--- src/rtl/pipe_ctrl_pkg.sv ---
`default_nettype none
// ============================================================================
//  Module      : pipe_ctrl_pkg
//  Description : Shared definitions for the RV32I pipeline sequencer:
//                sequencer state encoding and EX operand forwarding selects
//                (also used by the datapath operand muxes).
//  Revision    : 1.0 - initial release
// ============================================================================
package pipe_ctrl_pkg;

  // Sequencer states
  typedef enum logic [1:0] {
    ST_INIT     = 2'd0,
    ST_RUN      = 2'd1,
    ST_MEM_WAIT = 2'd2,
    ST_HALT     = 2'd3
  } hz_state_t;

  // EX operand source selects
  localparam logic [1:0] FWD_RF  = 2'b00;
  localparam logic [1:0] FWD_MEM = 2'b01;
  localparam logic [1:0] FWD_WB  = 2'b10;

  // Forwarding select for one EX source register; the younger MEM result
  // wins over WB, and x0 is never forwarded since it is hardwired to zero.
  function automatic logic [1:0] fwd_sel(
    input logic       mem_wr,
    input logic [4:0] mem_rd,
    input logic       wb_wr,
    input logic [4:0] wb_rd,
    input logic [4:0] rs
  );
    logic [1:0] sel;
    sel = FWD_RF;
    if (mem_wr && (mem_rd != 5'd0) && (mem_rd == rs)) begin
      sel = FWD_MEM;
    end else if (wb_wr && (wb_rd != 5'd0) && (wb_rd == rs)) begin
      sel = FWD_WB;
    end
    return sel;
  endfunction

endpackage : pipe_ctrl_pkg
`default_nettype wire

--- src/rtl/haz_sat_cnt.sv ---
`default_nettype none
// ============================================================================
//  Module      : haz_sat_cnt
//  Description : Saturating event counter with enable; holds at all-ones.
//  Revision    : 1.0 - initial release
// ============================================================================
module haz_sat_cnt #(
  parameter int W = 32
) (
  input  logic         clk,
  input  logic         rst_n,
  input  logic         en,
  output logic [W-1:0] cnt
);

  // Count enabled cycles, stopping at the maximum value
  always_ff @(posedge clk or negedge rst_n) begin
    if (!rst_n) begin
      cnt <= '0;
    end else if (en && !(&cnt)) begin
      cnt <= cnt + W'(1);
    end
  end

endmodule : haz_sat_cnt
`default_nettype wire

--- src/rtl/pipe_hazard_ctrl.sv ---
`default_nettype none
// ============================================================================
//  Module      : pipe_hazard_ctrl
//  Description : Pipeline sequencer for the 5-stage RV32I core. Produces
//                stage enables, flushes and bubbles, EX forwarding selects,
//                a post-reset flush window and data-memory wait handling
//                with a sticky timeout halt.
//                Optional macro HAZ_PERF_EN adds stall/flush counters;
//                without it the counter ports are tied to zero.
//  Revision    : 1.0 - initial release
// ============================================================================
module pipe_hazard_ctrl
  import pipe_ctrl_pkg::*;
#(
  parameter int INIT_CYC    = 4,
  parameter int MEM_TIMEOUT = 8,
  parameter int PERF_W      = 32
) (
  input  logic              clk,
  input  logic              rst_n,
  input  logic [4:0]        id_rs1,
  input  logic [4:0]        id_rs2,
  input  logic              id_use_rs1,
  input  logic              id_use_rs2,
  input  logic [4:0]        ex_rs1,
  input  logic [4:0]        ex_rs2,
  input  logic [4:0]        ex_rd,
  input  logic              ex_memrd,
  input  logic              ex_regwr,
  input  logic              ex_redirect,
  input  logic [4:0]        mem_rd,
  input  logic              mem_regwr,
  input  logic [4:0]        wb_rd,
  input  logic              wb_regwr,
  input  logic              mem_req,
  input  logic              mem_ready,
  output logic              pc_en,
  output logic              ifid_en,
  output logic              idex_en,
  output logic              exmem_en,
  output logic              pc_sel_redirect,
  output logic              ifid_flush,
  output logic              idex_bubble,
  output logic              memwb_bubble,
  output logic [1:0]        fwd_a,
  output logic [1:0]        fwd_b,
  output logic              halted,
  output logic [PERF_W-1:0] stall_cnt,
  output logic [PERF_W-1:0] flush_cnt
);

  localparam int c_init_w = (INIT_CYC > 1) ? $clog2(INIT_CYC) : 1;
  localparam int c_wait_w = $clog2(MEM_TIMEOUT + 1);

  hz_state_t             r_state, w_next_state;
  logic [c_init_w-1:0]   r_init_cnt, w_init_cnt_nxt;
  logic [c_wait_w-1:0]   r_wait_cnt, w_wait_cnt_nxt;
  logic                  r_halted, w_halted_nxt;
  logic                  w_lu, w_mw, w_freeze;

  // Load-use hazard: ID reads a register the EX load has not produced yet
  assign w_lu = ex_memrd && ex_regwr && (ex_rd != 5'd0) &&
                ((id_use_rs1 && (id_rs1 == ex_rd)) ||
                 (id_use_rs2 && (id_rs2 == ex_rd)));
  assign w_mw = mem_req && !mem_ready;

  assign fwd_a  = fwd_sel(mem_regwr, mem_rd, wb_regwr, wb_rd, ex_rs1);
  assign fwd_b  = fwd_sel(mem_regwr, mem_rd, wb_regwr, wb_rd, ex_rs2);
  assign halted = r_halted;

  // State, window counters and sticky halt flag
  always_ff @(posedge clk or negedge rst_n) begin
    if (!rst_n) begin
      r_state    <= ST_INIT;
      r_init_cnt <= '0;
      r_wait_cnt <= '0;
      r_halted   <= 1'b0;
    end else begin
      r_state    <= w_next_state;
      r_init_cnt <= w_init_cnt_nxt;
      r_wait_cnt <= w_wait_cnt_nxt;
      r_halted   <= w_halted_nxt;
    end
  end

  // Next state and stage controls; a freeze overrides redirect and load-use
  always_comb begin
    w_next_state    = r_state;
    w_init_cnt_nxt  = r_init_cnt;
    w_wait_cnt_nxt  = r_wait_cnt;
    w_halted_nxt    = r_halted;
    w_freeze        = 1'b0;
    pc_en           = 1'b1;
    ifid_en         = 1'b1;
    idex_en         = 1'b1;
    exmem_en        = 1'b1;
    pc_sel_redirect = 1'b0;
    ifid_flush      = 1'b0;
    idex_bubble     = 1'b0;
    memwb_bubble    = 1'b0;

    case (r_state)
      ST_INIT: begin
        pc_en        = 1'b0;
        ifid_flush   = 1'b1;
        idex_bubble  = 1'b1;
        memwb_bubble = 1'b1;
        if (r_init_cnt == c_init_w'(INIT_CYC - 1)) begin
          w_next_state   = ST_RUN;
          w_init_cnt_nxt = '0;
        end else begin
          w_init_cnt_nxt = r_init_cnt + c_init_w'(1);
        end
      end
      ST_RUN: begin
        if (w_mw) begin
          w_freeze       = 1'b1;
          w_next_state   = ST_MEM_WAIT;
          w_wait_cnt_nxt = c_wait_w'(1);
        end else if (ex_redirect) begin
          pc_sel_redirect = 1'b1;
          ifid_flush      = 1'b1;
          idex_bubble     = 1'b1;
        end else if (w_lu) begin
          pc_en       = 1'b0;
          ifid_en     = 1'b0;
          idex_bubble = 1'b1;
        end
      end
      ST_MEM_WAIT: begin
        w_freeze = 1'b1;
        if (mem_ready) begin
          w_next_state   = ST_RUN;
          w_wait_cnt_nxt = '0;
        end else if (r_wait_cnt == c_wait_w'(MEM_TIMEOUT)) begin
          w_next_state = ST_HALT;
          w_halted_nxt = 1'b1;
        end else begin
          w_wait_cnt_nxt = r_wait_cnt + c_wait_w'(1);
        end
      end
      ST_HALT: begin
        w_freeze = 1'b1;
      end
      default: begin
        w_next_state = ST_INIT;
      end
    endcase

    if (w_freeze) begin
      pc_en           = 1'b0;
      ifid_en         = 1'b0;
      idex_en         = 1'b0;
      exmem_en        = 1'b0;
      pc_sel_redirect = 1'b0;
      ifid_flush      = 1'b0;
      idex_bubble     = 1'b0;
      memwb_bubble    = 1'b1;
    end
  end

`ifdef HAZ_PERF_EN
  logic w_stall_ev, w_flush_ev;

  // Stalls are counted while running or waiting on memory, flushes only in RUN
  assign w_stall_ev = !pc_en && ((r_state == ST_RUN) || (r_state == ST_MEM_WAIT));
  assign w_flush_ev = ifid_flush && (r_state == ST_RUN);

  haz_sat_cnt #(.W(PERF_W)) u_stall_cnt (
    .clk   (clk),
    .rst_n (rst_n),
    .en    (w_stall_ev),
    .cnt   (stall_cnt)
  );

  haz_sat_cnt #(.W(PERF_W)) u_flush_cnt (
    .clk   (clk),
    .rst_n (rst_n),
    .en    (w_flush_ev),
    .cnt   (flush_cnt)
  );
`else
  assign stall_cnt = '0;
  assign flush_cnt = '0;
`endif

endmodule : pipe_hazard_ctrl
`default_nettype wire

--- config.mk ---
export PLATFORM = sky130hd
export DESIGN_NAME = pipe_hazard_ctrl
export DESIGN_NICKNAME = d
export VERILOG_FILES = /design/src/rtl/pipe_ctrl_pkg.sv /design/src/rtl/haz_sat_cnt.sv /design/src/rtl/pipe_hazard_ctrl.sv
export SDC_FILE = /design/constraint.sdc
export NUM_CORES = 1
export LEC_CHECK = 0
export ABC_AREA = 1
export CAP_MARGIN = 40
export CORE_MARGIN = 3
export CORE_UTILIZATION = 35
export CTS_BUF_LIST = sky130_fd_sc_hd__clkbuf_4 sky130_fd_sc_hd__clkbuf_8
export DETAILED_ROUTE_END_ITERATION = 7
export PLACE_DENSITY_LB_ADDON = 0.08
export SLEW_MARGIN = 25
export SYNTH_ARGS = -nofsm -noshare
export SYNTH_HDL_FRONTEND = slang
export SYNTH_SLANG_ARGS = --single-unit
--- constraint.sdc ---
create_clock -name clk -period 3.2 [get_ports clk]
set_input_delay 0.32 -clock clk [delete_from_list [all_inputs] [get_ports clk]]
set_output_delay 0.32 -clock clk [all_outputs]
set_load 0.03 [all_outputs]
==> results of run 1 <==
-- Yosys cell counts --
cell type | instances | area share (%)
inv_1 | 22 | 5.1
buf_4 | 65 | 30
a21oi_1 | 3 | 0.92
nand3_1 | 11 | 3.4
nor2_4 | 1 | 0.69
nor3_2 | 1 | 0.62
inv_2 | 6 | 1.4
o21ai_1 | 7 | 2.2
xor2_1 | 10 | 5.4
or2_1 | 1 | 0.38
nand2_2 | 3 | 1.2
o21ai_0 | 4 | 1.2
nor3_1 | 5 | 1.5
nor2_1 | 20 | 4.6
dfrtp_1 | 9 | 14
o21ai_2 | 1 | 0.54
xnor2_1 | 12 | 6.5
nor2_2 | 1 | 0.38
and2_1 | 1 | 0.38
nand2_1 | 41 | 9.5
o31ai_4 | 1 | 1.3
ha_1 | 9 | 6.9
conb_1 | 1 | 0.23
nand4_1 | 5 | 1.9
-- state kept, by name, summed over array words and instances, names as in the netlist --
name and cells:
halted 1, r_init_cnt 2, r_state 2, r_wait_cnt 4
-- through the flow --
step	util, %	total power [mW]	instances	hold WS [ps]
global placement	45.78	0.9653	348	461.4
finish	46.88	1.104	352	393.8
global route	46.88	1.207	352	433.2
CTS	46.88	1.115	352	405.1
detailed placement	45.78	0.9674	348	457.3
floorplan	-	0.7790	303	24.41
-- final cells by class --
| class | instances | area (um^2) |
|---|---|---|
| multi-input cells | 201 | 1045 |
| fillers | 462 | 2345 |
| inverters | 28 | 105.1 |
| clock buffers | 4 | 48.80 |
| repair buffers | 58 | 580.6 |
| flip-flops and latches | 9 | 225.2 |
| well taps | 52 | 65.06 |
-- worst max-delay path by stage --
stage                  endpoint  depth (start not counted)
floorplan                 pc_en                          5
global placement    idex_bubble                          8
detailed placement  idex_bubble                          8
CTS                 idex_bubble                          6
global route        idex_bubble                          6
finish              idex_bubble                          6
-- power by group through the flow --
stage	sequential, mW	combinational [mW]	clock, mW
floorplan	0.180	0.599	0
global placement	0.186	0.779	0
detailed placement	0.186	0.782	0
CTS	0.185	0.784	0.147
global route	0.190	0.860	0.157
finish	0.184	0.777	0.143
-- logic make-up after synthesis --
group                    after synthesis
flip-flops                             9
buffers and inverters                 93
adder cells (fa/ha/maj)                9
XOR/XNOR                              22
other                                  1
AO/OA/AOI/OAI                         16
AND/OR/NAND/NOR                       90
-- layer usage --
metal	up-vias	global-route usage, %	part of all wire, %
li1	736	-	-
met1	585	14.98	40
met2	61	23.62	50
met3	4	2.162	9.1
met4	0	3.622	1.1
met5	-	0	0
==> impl_metrics.tcl, run 1 <==
set metrics [dict create \
    status "complete, no violations" \
    synth_compound_gate_area_share_pct 6.154 \
    commonest_cells_after_routing_fill_and_taps_aside "conb_1 (64), clkdlybuf4s50_1 (58), nand2_1 (41), inv_1 (22), nor2_1 (20)" \
    ctsResizeCount 0 \
    fmax_mhz 375.5 \
    clock_tree.root_cell "clkbuf_8" \
    layout_min_cycle_time_ps 2663 \
    r2r_setup_slack_ps 1580 \
    synth_cell_types 24 \
    layout.cells.most_common "conb_1" \
    min_period_over_period_pct 83.23 \
    portBuffers 58 \
    cts.sink_count 9 \
    tritoncts "yes" \
    areaGrowthSynthToFinish_pct 27.23 \
    crit_chain "inv_1 > ha_1 > o31ai_4 > nand3_1 > nand2_1 > clkdlybuf4s50_1" \
    initial_utilization_pct 36.85 \
    drt_pre_antenna_iters 4 \
    worstSetupEndpointType "primary output" \
    clkSlewWorstSetupHoldPaths_ps 50 \
    reg2regPathDepth 7 \
    io-pin-count 123 \
    timing.critical_path.buf_inv 2 \
    grt_start_max_net_pins 10 \
    timing.critical_path.max_delay_family "buffers and inverters" \
    critPathLaunch "r_state[0]" \
    vert_die_dim_um 74.17 \
    num_antenna_cells 0 \
    core_area_um2 4414 \
    grt_use_total_pct 12.76 \
    synth-xor-area-share_pct 11.85 \
    drcViolationCount 0 \
    unrepaired_setup_endpoints_after_global_routing "no" \
    finish.instance_area_um2 2069 \
    vdd_ir_drop_max_mv 0.3136 \
    setup_viol 0 \
    post-cts-setup-buffer-count 0 \
    hold_violations 0 \
    synth_seq_area_share_pct 13.85 \
    pwr-share-clk_pct 13.0 \
    rr_startpoint "r_state[0]" \
    clock_latency_ps 240 \
    critical_path_launch_point_type "register" \
    avgSynthCellArea_um2 6.777 \
    seq_power_share_pct 16.7 \
    grt-ovfl-total 0 \
    post_place_setup_slack_ps 610.5 \
    layout.nets 356 \
    switchingPower_mw 0.5663 \
    switching_share_pct 51.28 \
    maxSlewViolCount 0 \
    synth-adder-area-share_pct 6.923 \
    leakage_nw 1.061 \
    power.share.combinational_pct 70.4 \
    layout-drive-gt1-share_pct 6.000 \
    via_count 1386 \
    syn_area_um2 1627 \
    synth_top_family_by_area "buffers and inverters" \
    drtAntennaViolNets 0 \
    cts-htree-levels 1 \
    first_global_vias 1284 \
    final.setup_skew_ps 3.142 \
    synth_seq_cells 9 \
    synth_cells 240 \
    clockBufferDepth 2 \
    globalplace.congestion 0.8425 \
    critical-path-slowest-cell "clkdlybuf4s50_1" \
    grt_antenna_before_repair 0 \
    final.setup.worst_slack_ps 536.6 \
    wl_per_cell_um 9.821 \
    finalSetupTns_ps 0 \
    detail_route.wirelength_mm 3.457 \
    worst-endpoint-required_ps 2880 \
    synth-simple-area-share_pct 24.54 \
    powerDensity_nw_per_um2 533.5 \
    post_synth_mux_area_share_pct 0 \
    critical_path.max_fanout 7 \
    wire_length_of_the_first_global_routing_pass_mm 5.575 \
    internal-power_mw 0.5379 \
    critical_path.max_stage_delay_ps 660 \
    end_of_the_worst_register_to_register_path "r_wait_cnt[2]" \
    critPathKind "reg2out" \
    cts_buffers 3 \
    post_dp_cell_area_um2 2021 \
    holdBufCountCts 0 \
    routed_via_density 3.938 \
    fp.dieW_um 74.17 \
    initialDrtViolationCount 25 \
    floorplan_die_area_um2 5501 \
    drv_cap 0 \
    worst_hold_path_type "in2async" \
    number_of_rows_in_the_core_area 24 \
    ys.warnings.count 0 \
    place.detailed.hpwl_mm 3.083 \
    cp_data_arrival_time_ps 2340 \
]
(Power assumes the default switching activity.)
==> inputs of run 2 (changes only) <==
==> constraint.sdc (replaced) <==
create_clock -name clk -period 2.62 [get_ports clk]
set_input_delay 0.262 -clock clk [delete_from_list [all_inputs] [get_ports clk]]
set_output_delay 0.262 -clock clk [all_outputs]
set_load 0.03 [all_outputs]
==> run 2 against run 1 <==
  * Total power rose by 21%
  * Routed wire length increased by 1.6%
  * Cell count did not move
  * Core utilization grew 0.28 points
  * Critical endpoint is now exmem_en
==> impl_metrics.tcl, run 2 (synthesis gave the netlist of run 1 again) <==
set metrics [dict create \
    min_period_over_period_pct 94.49 \
    floorplan_die_area_um2 5501 \
    layout.cells.most_common "conb_1" \
    grt_antenna_before_repair 0 \
    tritoncts "yes" \
    drt_pre_antenna_iters 4 \
    fp.dieW_um 74.17 \
    cts-htree-levels 1 \
    clkSlewWorstSetupHoldPaths_ps 50 \
    cp_data_arrival_time_ps 2210 \
    commonest_cells_after_routing_fill_and_taps_aside "conb_1 (64), clkdlybuf4s50_1 (53), nand2_1 (41), inv_1 (22), nor2_1 (20)" \
    ctsResizeCount 0 \
    leakage_nw 1.107 \
    fin_util_pct 47.17 \
    cts.sink_count 9 \
    critical_path_launch_point_type "register" \
    grt_use_total_pct 12.59 \
    vdd_ir_drop_max_mv 0.4203 \
    maxSlewViolCount 0 \
    holdBufCountCts 0 \
    initial_utilization_pct 36.85 \
    layout.nets 356 \
    io-pin-count 123 \
    multi_input_gate_area_um2 1045 \
    largest_register_ffs 4 \
    number_of_rows_in_the_core_area 24 \
    clock_tree.root_cell "clkbuf_8" \
    fmax_mhz 403.9 \
    critPathKind "reg2out" \
    setup_viol 0 \
    areaGrowthSynthToFinish_pct 28.00 \
    place.detailed.hpwl_mm 3.068 \
    portBuffers 58 \
    worstSetupEndpointType "primary output" \
    initialDrtViolationCount 39 \
    first_global_vias 1294 \
    final.setup_skew_ps 2.806 \
    worst-endpoint-required_ps 2360 \
    drv_cap 0 \
    fillers 483 \
    status "complete, no violations" \
    clock_latency_ps 230 \
    largest_register "r_wait_cnt" \
    detail_route.wirelength_mm 3.514 \
    post-cts-setup-buffer-count 0 \
    routed_via_density 3.920 \
    clockBufferDepth 2 \
    rr_startpoint "r_state[0]" \
    layout_min_cycle_time_ps 2476 \
    drcViolationCount 0 \
    critPathLaunch "r_state[0]" \
    drtAntennaViolNets 0 \
    unrepaired_setup_endpoints_after_global_routing "no" \
    biggestRegsByFlops "r_wait_cnt x4, r_init_cnt x2, r_state x2" \
    area.sequential_um2 225.2 \
    vert_die_dim_um 74.17 \
    worst_hold_path_type "in2async" \
    grt_start_max_net_pins 10 \
    powerDensity_nw_per_um2 644.0 \
    cts_buffers 3 \
    num_antenna_cells 0 \
    critical_path.max_fanout 7 \
    globalplace.congestion 0.7977 \
    grt-ovfl-total 0 \
    core_area_um2 4414 \
    via_count 1380 \
    wire_length_of_the_first_global_routing_pass_mm 5.602 \
    finalSetupTns_ps 0 \
    hold_violations 0 \
    layout-drive-gt1-share_pct 6.000 \
    wl_per_cell_um 9.983 \
]
run 2: final cells by class:
| cell class | count | area share [%] |
|---|---|---|
| Clock buffer | 4 | 2.344 |
| Inverter | 28 | 5.048 |
| Multi-Input combinational cell | 201 | 50.18 |
| Sequential cell | 9 | 10.82 |
| Tap cell | 52 | 3.125 |
| Timing Repair Buffer | 58 | 28.49 |
run 2: layer usage:
metal  part of all wire (%)  up-vias  GRT usage (%)
li1                       -      737              -
met1                     43      581          15.47
met2                     49       60          23.23
met3                    8.1        2          1.081
met4                   0.28        0          3.622
met5                      0        -              0
run 2: path summary, 6_finish.rpt:
| path | to | slack [ps] | cells after the start |
|---|---|---|---|
| min | r_state[0] | 340 | 1 |
| max in group asynchronous | r_wait_cnt[1] | 1980 | 1 |
| max | exmem_en | 140 | 4 |
| min in group clk | halted | 470 | 1 |
| min reg2reg | halted | 470 | 1 |
| max reg2reg | r_wait_cnt[3] | 1030 | 7 |
run 2: critical path, stage by stage, from the launching register on:
cell	delay, ps
dfrtp_1	440
inv_1	90
ha_1	310
o31ai_4	400
clkdlybuf4s50_1	740
run 2: stage by stage:
stage	total power [mW]	cells	hold WS [ps]	cell area, um^2	worst slack, ps
finish	1.341	352	336.3	2082	144.3
global route	1.467	352	367.6	2082	28.43
CTS	1.364	352	349.8	2069	10.14
detailed placement	1.183	348	455.9	2021	177.4
global placement	1.181	348	461.5	2021	179.3
floorplan	0.9514	303	-33.59	1863	517.1
run 2: power breakdown:
group	leakage, nW	internal, mW	switching [mW]	total (mW)
combinational	0.967	0.347	0.595	0.942
clock	0.0262	0.116	0.0560	0.172
sequential	0.114	0.184	0.0426	0.226
total	1.11	0.647	0.694	1.34
==> inputs of run 3 (changes only) <==
--- a/config.mk
+++ b/config.mk
@@ -5,13 +5,13 @@
 export SDC_FILE = /design/constraint.sdc
 export NUM_CORES = 1
 export LEC_CHECK = 0
-export ABC_AREA = 1
 export CAP_MARGIN = 40
 export CORE_MARGIN = 3
-export CORE_UTILIZATION = 35
+export CORE_UTILIZATION = 34
 export CTS_BUF_LIST = sky130_fd_sc_hd__clkbuf_4 sky130_fd_sc_hd__clkbuf_8
 export DETAILED_ROUTE_END_ITERATION = 7
 export PLACE_DENSITY_LB_ADDON = 0.08
+export RECOVER_POWER = 25
 export SLEW_MARGIN = 25
 export SYNTH_ARGS = -nofsm -noshare
 export SYNTH_HDL_FRONTEND = slang
==> run 3 against run 2 <==
  * Worst setup slack worse by 6.2 ps
  * Largest cell class unchanged
  * First-iteration DRC count did not move
  * Routed wire length down 0.26%
  * Via count is 12% lower
  * Synthesized cell count fell by 24%
  * Count of clock-buffer cells in the layout stayed put
  * Sequential share of layout area is 0.48 points higher
  * Total power is 5.6% higher
  * Global-route usage shrank 1.2 points
  * Non-clock buffer count is 2 higher
  * Cell count shrank 17%
  * Fmax decreased by 0.25%
==> impl_metrics.tcl, run 3 <==
set metrics [dict create \
    ys.warnings.count 0 \
    cts.sink_count 9 \
    internal-power_mw 0.7088 \
    netlist_top_cells_area "buf_4 (32%), dfrtp_1 (15%), xnor2_1 (9.1%), xor2_1 (8.0%), ha_1 (7.3%)" \
    avgSynthCellArea_um2 8.463 \
    via_count 1216 \
    switchingPower_mw 0.7074 \
    powerDensity_nw_per_um2 710.6 \
    fin_util_pct 47.77 \
    unrepaired_setup_endpoints_after_global_routing "no" \
    drt_pre_antenna_iters 4 \
    largest_register_ffs 4 \
    final.setup.worst_slack_ps 138.1 \
    wl_per_cell_um 11.96 \
    switching_share_pct 49.95 \
    initial_utilization_pct 36.91 \
    number_of_rows_in_the_core_area 23 \
    core_area_um2 4173 \
    post-cts-setup-buffer-count 0 \
    final.setup_skew_ps 4.138 \
    io-pin-count 123 \
    drv_cap 0 \
    p_total_mw 1.416 \
    worst_hold_path_type "in2async" \
    globalplace.congestion 0.8035 \
    grt_antenna_before_repair 0 \
    maxSlewViolCount 0 \
    areaGrowthSynthToFinish_pct 29.41 \
    num_antenna_cells 0 \
    critPathKind "in2out" \
    post_place_setup_slack_ps 48.53 \
    synth_seq_cells 9 \
    commonest_cells_after_routing_fill_and_taps_aside "conb_1 (64), clkdlybuf4s50_1 (47), xnor2_1 (16), xor2_1 (14)" \
    fillers 410 \
    layout_min_cycle_time_ps 2482 \
    worstSetupEndpointType "primary output" \
    postSynth.topFlopCell "dfrtp_1" \
    grt_start_max_net_pins 10 \
    min_period_over_period_pct 94.73 \
    floorplan_die_area_um2 5374 \
    synth_cells 182 \
    synth_cell_types 37 \
    syn_area_um2 1540 \
    status "complete, no violations" \
    cts-htree-levels 1 \
    leakage_nw 0.9478 \
    first_global_vias 1048 \
    clock_tree.root_cell "clkbuf_8" \
    vdd_ir_drop_max_mv 0.4183 \
    setup_viol 0 \
    synthTopCellsByCount "buf_4 (65), xnor2_1 (16), xor2_1 (14)" \
    seq_power_share_pct 16.7 \
    async_flop_share_pct 100.0 \
    critical_path_launch_point_type "input pin" \
    synth_seq_area_share_pct 14.62 \
    post_dp_cell_area_um2 1929 \
    place.detailed.hpwl_mm 2.970 \
    cp_data_arrival_time_ps 2220 \
    synth-edff-count 0 \
    most_numerous_cell_in_the_yosys_netlist "buf_4" \
    fmax_mhz 402.9 \
    hold_violations 0 \
    clockBufferDepth 2 \
    yosys.area.top_type_share_pct 31.68 \
    routed_via_density 4.150 \
    grt-ovfl-total 0 \
    clock_latency_ps 240 \
    drcViolationCount 0 \
    worst-endpoint-required_ps 2360 \
    layout-drive-gt1-share_pct 9.877 \
    holdBufCountCts 0 \
    clkSlewWorstSetupHoldPaths_ps 50 \
    finish.instance_area_um2 1993 \
    vert_die_dim_um 73.31 \
    pwr-share-clk_pct 12.4 \
    portBuffers 58 \
    critical_path.max_fanout 3 \
    tritoncts "yes" \
    detail_route.wirelength_mm 3.505 \
    grt_use_total_pct 11.38 \
    initialDrtViolationCount 39 \
    cts_buffers 3 \
    top_cell_type_by_total_area_after_synthesis "buf_4" \
    finalSetupTns_ps 0 \
    layout.cells.most_common "conb_1" \
    fp.dieW_um 73.31 \
    largest_register "r_wait_cnt" \
    wire_length_of_the_first_global_routing_pass_mm 4.850 \
    biggestRegsByFlops "r_wait_cnt x4, r_init_cnt x2, r_state x2" \
    power.share.combinational_pct 70.9 \
    layout.nets 299 \
    drtAntennaViolNets 0 \
]
run 3: path summary, 6_finish.rpt:
check | end | slack, ps | cells past startpoint | start
min | r_init_cnt[1] | 400 | 1 | rst_n
min reg2reg | halted | 450 | 1 | halted
max reg2reg | r_state[1] | 640 | 6 | r_state[1]
max | fwd_b[0] | 140 | 5 | mem_rd[0]
max in group asynchronous | r_wait_cnt[0] | 1920 | 1 | rst_n
min in group clk | halted | 450 | 1 | halted
run 3: final cells by class:
type                    instances  area, um^2  area share, %
multi-input cells             162        1035          51.91
repair buffers                 60       591.8          29.69
flip-flops and latches          9       225.2          11.30
well taps                      50       62.56          3.139
clock buffers                   4       48.80          2.448
inverters                       8       30.03          1.507
run 3: routing by layer:
layer / track usage (%) / routed length [um]
met5: 0 / 0
met4: 4.225 / 41
met3: 1.505 / 381
met2: 18.67 / 1664
met1: 15.16 / 1418
run 3: what timing repair did:
item                                    CTS  global route
gates resized for setup                   1             5
endpoints found under the setup margin    1             5
pin swaps                                 0             0
run 3: worst max-delay path, stage by stage:
cell	delay (ps)
clkdlybuf4s50_1	570
xnor2_1	140
nand3_1	130
nor4_2	380
clkdlybuf4s50_1	740
run 3: logic make-up after synthesis:
group	count (synthesis)	synth area share, %
adder cells (fa/ha/maj)	9	7.311
other	1	0.2435
AO/OA/AOI/OAI	21	9.748
multiplexers	4	2.762
flip-flops	9	14.62
AND/OR/NAND/NOR	34	14.30
buffers and inverters	74	33.96
XOR/XNOR	30	17.06
run 3: power by group through the flow:
stage | Clock, mW | Combinational, mW | Sequential, mW
floorplan | 0 | 0.768 | 0.226
detailed placement | 0 | 1.02 | 0.237
CTS | 0.181 | 1.02 | 0.235
global placement | 0 | 1.02 | 0.236
global route | 0.187 | 1.09 | 0.243
finish | 0.175 | 1.00 | 0.236
run 3: per-stage QoR:
step | hold slack (ps) | instances
floorplan | -33.59 | 245
global placement | 445.4 | 289
detailed placement | 446.6 | 289
CTS | 344.9 | 293
global route | 426.2 | 293
finish | 396.4 | 293
